==> config.mk <==
export PLATFORM = sky130hd
export DESIGN_NAME = gbuf_arbiter
export DESIGN_NICKNAME = d
export VERILOG_FILES = /design/src/rtl/gbuf_arbiter.sv
export SDC_FILE = /design/constraint.sdc
export NUM_CORES = 1
export LEC_CHECK = 0
export CAP_MARGIN = 10
export CORE_MARGIN = 4
export CORE_UTILIZATION = 60
export DETAILED_ROUTE_END_ITERATION = 10
export DONT_BUFFER_PORTS = 1
export GPL_ROUTABILITY_DRIVEN = 0
export HOLD_SLACK_MARGIN = 0.15
export PLACE_DENSITY = 0.76
export SLEW_MARGIN = 10
export SYNTH_ARGS = -nofsm -noshare
export SYNTH_HDL_FRONTEND = slang
export SYNTH_SLANG_ARGS = --single-unit
==> constraint.sdc <==
create_clock -name clk -period 2 [get_ports clk]
set_input_delay 0.3 -clock clk [delete_from_list [all_inputs] [get_ports clk]]
set_output_delay 0.3 -clock clk [all_outputs]
set_load 0.02 [all_outputs]
==> src/rtl/gbuf_arbiter.sv <==
// Two-requester arbiter for a shared global buffer.
// Round-robin in IDLE, with an optional bounded lock that holds ownership across cycles.
//
// state | meaning
// IDLE  | no owner; round-robin between requesters using last_grant
// LOCK0 | requester 0 owns the buffer; requester 1 is held off
// LOCK1 | requester 1 owns the buffer; requester 0 is held off
module gbuf_arbiter #(
  parameter int ADDR_BITS = 8,
  parameter int DATA_BITS = 8,
  parameter int MAX_LOCK  = 16
) (
  input  logic                 clk,
  input  logic                 rst,
  input  logic                 req0_valid,
  input  logic                 req0_we,
  input  logic [ADDR_BITS-1:0] req0_addr,
  input  logic [DATA_BITS-1:0] req0_wdata,
  input  logic                 req0_lock,
  output logic                 req0_ready,
  input  logic                 req1_valid,
  input  logic                 req1_we,
  input  logic [ADDR_BITS-1:0] req1_addr,
  input  logic [DATA_BITS-1:0] req1_wdata,
  input  logic                 req1_lock,
  output logic                 req1_ready,
  output logic                 rsp0_valid,
  output logic                 rsp1_valid,
  output logic [DATA_BITS-1:0] rsp_data,
  output logic                 bram_en,
  output logic                 bram_we,
  output logic [ADDR_BITS-1:0] bram_idx,
  output logic [DATA_BITS-1:0] bram_wdata,
  input  logic [DATA_BITS-1:0] bram_rdata
);

  localparam int CNT_BITS = $clog2(MAX_LOCK + 1);

  typedef enum logic [1:0] {
    IDLE  = 2'd0,
    LOCK0 = 2'd1,
    LOCK1 = 2'd2
  } state_t;

  state_t              state, state_nxt;
  logic                last_grant, last_grant_nxt;
  logic [CNT_BITS-1:0] lock_cnt, lock_cnt_nxt;
  logic                rsp0_q, rsp1_q;
  logic                gnt0, gnt1;
  logic                cnt_max;

  assign cnt_max = (lock_cnt == CNT_BITS'(MAX_LOCK));

  always_ff @(posedge clk) begin
    if (rst) begin
      state      <= IDLE;
      last_grant <= 1'b1;
      lock_cnt   <= '0;
      rsp0_q     <= 1'b0;
      rsp1_q     <= 1'b0;
    end else begin
      state      <= state_nxt;
      last_grant <= last_grant_nxt;
      lock_cnt   <= lock_cnt_nxt;
      rsp0_q     <= gnt0 & ~req0_we;
      rsp1_q     <= gnt1 & ~req1_we;
    end
  end

  always_comb begin
    gnt0           = 1'b0;
    gnt1           = 1'b0;
    state_nxt      = state;
    last_grant_nxt = last_grant;
    lock_cnt_nxt   = lock_cnt;
    case (state)
      IDLE: begin
        gnt0 = req0_valid & (~req1_valid | last_grant);
        gnt1 = req1_valid & (~req0_valid | ~last_grant);
        if (gnt0 && req0_lock) begin
          state_nxt    = LOCK0;
          lock_cnt_nxt = CNT_BITS'(1);
        end else if (gnt1 && req1_lock) begin
          state_nxt    = LOCK1;
          lock_cnt_nxt = CNT_BITS'(1);
        end
      end
      LOCK0: begin
        gnt0 = req0_valid;
        if (!req0_lock || cnt_max) begin
          state_nxt    = IDLE;
          lock_cnt_nxt = '0;
        end else begin
          lock_cnt_nxt = lock_cnt + CNT_BITS'(1);
        end
      end
      LOCK1: begin
        gnt1 = req1_valid;
        if (!req1_lock || cnt_max) begin
          state_nxt    = IDLE;
          lock_cnt_nxt = '0;
        end else begin
          lock_cnt_nxt = lock_cnt + CNT_BITS'(1);
        end
      end
      default: begin
        state_nxt    = IDLE;
        lock_cnt_nxt = '0;
      end
    endcase
    if (rst) begin
      gnt0 = 1'b0;
      gnt1 = 1'b0;
    end
    if (gnt0) last_grant_nxt = 1'b0;
    if (gnt1) last_grant_nxt = 1'b1;
    // a forced release hands the next contention to the other requester
    if (state == LOCK0 && cnt_max) last_grant_nxt = 1'b0;
    if (state == LOCK1 && cnt_max) last_grant_nxt = 1'b1;
  end

  assign req0_ready = gnt0;
  assign req1_ready = gnt1;
  assign bram_en    = gnt0 | gnt1;
  assign bram_we    = (gnt0 & req0_we) | (gnt1 & req1_we);
  assign bram_idx   = gnt1 ? req1_addr : req0_addr;
  assign bram_wdata = gnt1 ? req1_wdata : req0_wdata;

  // a response pending across a reset cycle is dropped
  assign rsp0_valid = rsp0_q & ~rst;
  assign rsp1_valid = rsp1_q & ~rst;
  assign rsp_data   = bram_rdata;

endmodule

==> results.py <==
metrics = {
    "setup_path": {
        "critPathArrivalTime_ns": 1.61,
        "critical_path.top_delay_family": "flip-flops",
        "endpoint_kind": "primary output",
        "slowest_stage": "dfxtp_2",
        "critPathBufInv": 1,
        "path_cells": "nand2b_4, a311o_1, buf_6, mux2_4",
        "r2r_end": "lock_cnt[0]",
        "max_stage_delay_ns": 0.36,
        "startpoint_type": "flip-flop",
        "r2r_setup_slack_ns": 0.49,
        "worstSetupPathType": "flip-flop to primary output",
        "cp.required_ns": 1.70,
        "r2r_cells": 6,
        "timing.rr.start": "lock_cnt[0]",
        "cp_max_fo": 21,
    },
    "die": {
        "initial_core_util_pct": 67.5,
        "ios": 78,
        "coreArea_sq_um": 1380,
        "die-area_sq_um": 2250,
        "die_h_um": 47.4,
        "dieWidth_um": 47.4,
        "rows": 13,
    },
    "clocking": {
        "cts.clk_slew.worst_paths_ns": 0.06,
        "root_buffer": "clkbuf_4",
        "cts_tree": "yes",
        "cts_max_level": 1,
        "clock-sinks": 10,
        "cts_max_path_buffers": 2,
        "cts_setup_buffers": 0,
        "clock_latency_ns": 0.26,
        "cts_buffers": 3,
    },
    "sta": {
        "rsz0062_at_grt": "no",
        "final-hold-violation-count": 0,
        "maxSlewViolCount": 0,
        "finalSetupViolCount": 0,
        "min_period_ns": 1.91,
        "fin_tns_setup_ns": 0,
        "period_share_pct": 95.7,
        "slew_headroom_pct": 72.7,
        "fin_skew_ns": 0.00363,
        "clock.fmax_ghz": 0.522,
        "worst_pin_slew_ns": 0.409,
    },
    "power": {
        "ir_drop_mv": 0.564,
        "p_sw_uw": 194,
        "power.share.clock_pct": 22.8,
        "total_leakage_power_uw": 0.000434,
        "power.share.switching_pct": 33.9,
        "p_int_uw": 378,
        "p_seq_share_pct": 40.1,
        "power_frac_comb_pct": 37.1,
        "powerDensity_nw_per_um2": 611,
    },
    "final_layout": {
        "drive_gt1_share_pct": 28.7,
        "n_fill_cell": 116,
        "synthToLayoutAreaGrowth_pct": 0.268,
        "antenna_cells": 0,
        "final_core_util_pct": 67.7,
        "nNetsFinal": 146,
        "layout_common_cells": "mux2_4 (16), nor2_1 (9), dfxtp_1 (8)",
        "final_common_cell": "mux2_4",
    },
    "synth": {
        "synth_area_per_cell_sq_um": 9.62,
        "synth-seq-cells": 10,
        "synthDistinctLibCells": 36,
        "yosysWarnings": 0,
        "ys_seq_area_share_pct": 21.4,
        "syn-cell-area_sq_um": 933,
        "syn_inst": 97,
        "syn_nets": 147,
    },
    "global_route": {
        "grt_usage_pct": 18.5,
        "use_met1_pct": 15.9,
        "top_usage_layer": "met2",
        "grt_max_degree": 22,
        "grt_use_met2_pct": 35.0,
        "grt_pass1_vias": 645,
        "grt_pass1_wl_mm": 2.88,
        "antenna_found_initial": 0,
        "grt-ovfl-total": 0,
        "gr-usage-met3_pct": 9.02,
    },
    "drt": {
        "firstDrtPassIters": 4,
        "dr.first_iter.drc_count": 11,
        "via_count": 710,
        "ant_nets": 0,
        "drcViolationCount": 0,
        "viasPerCell": 6.51,
        "routed_wl_mm": 2.11,
        "wl_per_cell_um": 19.4,
    },
    "min_path": {
        "hold_depth": 1,
        "min_from": "rst",
        "min_path_type": "primary input to flip-flop",
        "holdPathEnd": "last_grant",
    },
    "placed_design": {
        "post-dp-hpwl_mm": 1.77,
        "io_buffers": 0,
    },
    "outcome": {
        "status": "completed",
    },
    "job": {
        "drv_cap": 0,
    },
}
-- per-stage QoR --
stage	cells	power, uW	setup WS [ns]	hold slack, ns	instance area [sq um]
finish	109	572	0.0853	0.184	936
global placement	103	433	0.297	0.375	877
CTS	109	577	0.000457	0.171	933
global route	109	607	0.0107	0.167	936
detailed placement	103	438	0.228	0.374	877
floorplan	97	443	0.253	0.372	933
-- cells in the mapped netlist --
cell	count	area [sq um]
a211o_1	1	8.76
a211oi_1	1	7.51
a21oi_1	2	10.0
a22o_1	3	26.3
a22oi_1	1	7.51
a311o_1	1	10.0
a311oi_1	1	8.76
and2_1	1	6.26
and3b_1	2	17.5
and4bb_2	1	12.5
buf_4	8	60.1
buf_6	3	33.8
clkbuf_1	1	3.75
dfxtp_1	10	200
ha_1	2	25.0
inv_1	7	26.3
mux2_4	16	240
nand2_1	3	11.3
nand2b_1	1	6.26
nand2b_4	1	13.8
nand3_1	2	10.0
nand4_1	1	6.26
nand4bb_1	1	11.3
nor2_1	9	33.8
nor2b_1	3	18.8
nor3_1	1	5.00
nor3b_1	1	7.51
nor4b_1	3	26.3
o2111ai_1	1	8.76
o21ai_0	2	10.0
o21ai_2	1	8.76
o221ai_1	1	8.76
o22a_1	1	8.76
o31a_1	1	8.76
or4_1	1	7.51
xnor2_1	2	17.5
-- registers in the layout, indices dropped and copies added, names as in the netlist --
register / count
lock_cnt: 5
last_grant: 1
state: 2
rsp0_q: 1
rsp1_q: 1
-- worst max path at each step --
stage / to / start / cells past startpoint
2_1_floorplan: bram_we / state[0] / 6
3_3_place_gp: bram_we / state[0] / 5
3_5_place_dp: bram_we / state[0] / 5
4_1_cts: bram_we / state[0] / 5
5_1_grt: bram_we / state[0] / 5
6_report: bram_idx[0] / state[0] / 4
-- timing repair --
action / in CTS / in global routing
endpoints found under the hold margin: 6 / 0
resized for setup: 1 / 2
hold buffers: 3 / 0
endpoints found under the setup margin: 17 / 17
-- routing by layer --
| layer | vias to the layer above | share of wire (%) |
|---|---|---|
| met2 | 52 | 55 |
| met5 | - | 0 |
| met1 | 316 | 29 |
| met3 | 4 | 15 |
| met4 | 0 | 0.90 |
| li1 | 338 | - |
-- power groups by stage --
stage          sequential (uW)  combinational [uW]  clock (uW)
2_1_floorplan              226                 217           0
5_1_grt                    231                 229         147
3_5_place_dp               232                 206           0
6_report                   229                 212         130
4_1_cts                    228                 213         136
3_3_place_gp               232                 202           0
-- layout make-up --
| type | count | area (sq um) | share of cell area, % |
|---|---|---|---|
| multi-input combinational | 68 | 609 | 65.1 |
| inverter | 7 | 26.3 | 2.81 |
| clock buffer | 3 | 22.5 | 2.41 |
| timing repair buffer | 6 | 56.3 | 6.02 |
| tap | 15 | 18.8 | 2.01 |
| sequential | 10 | 203 | 21.7 |
-- logic make-up after synthesis --
family / count (synthesis) / synth area share (%)
simple gates: 31 / 20.8
buf+inv: 19 / 13.3
compound gates: 17 / 14.2
mux: 16 / 25.7
flops: 10 / 21.4
xor+xnor: 2 / 1.88
fa+ha+maj: 2 / 2.68
No activity file was read; power rests on OpenSTA's default activity.
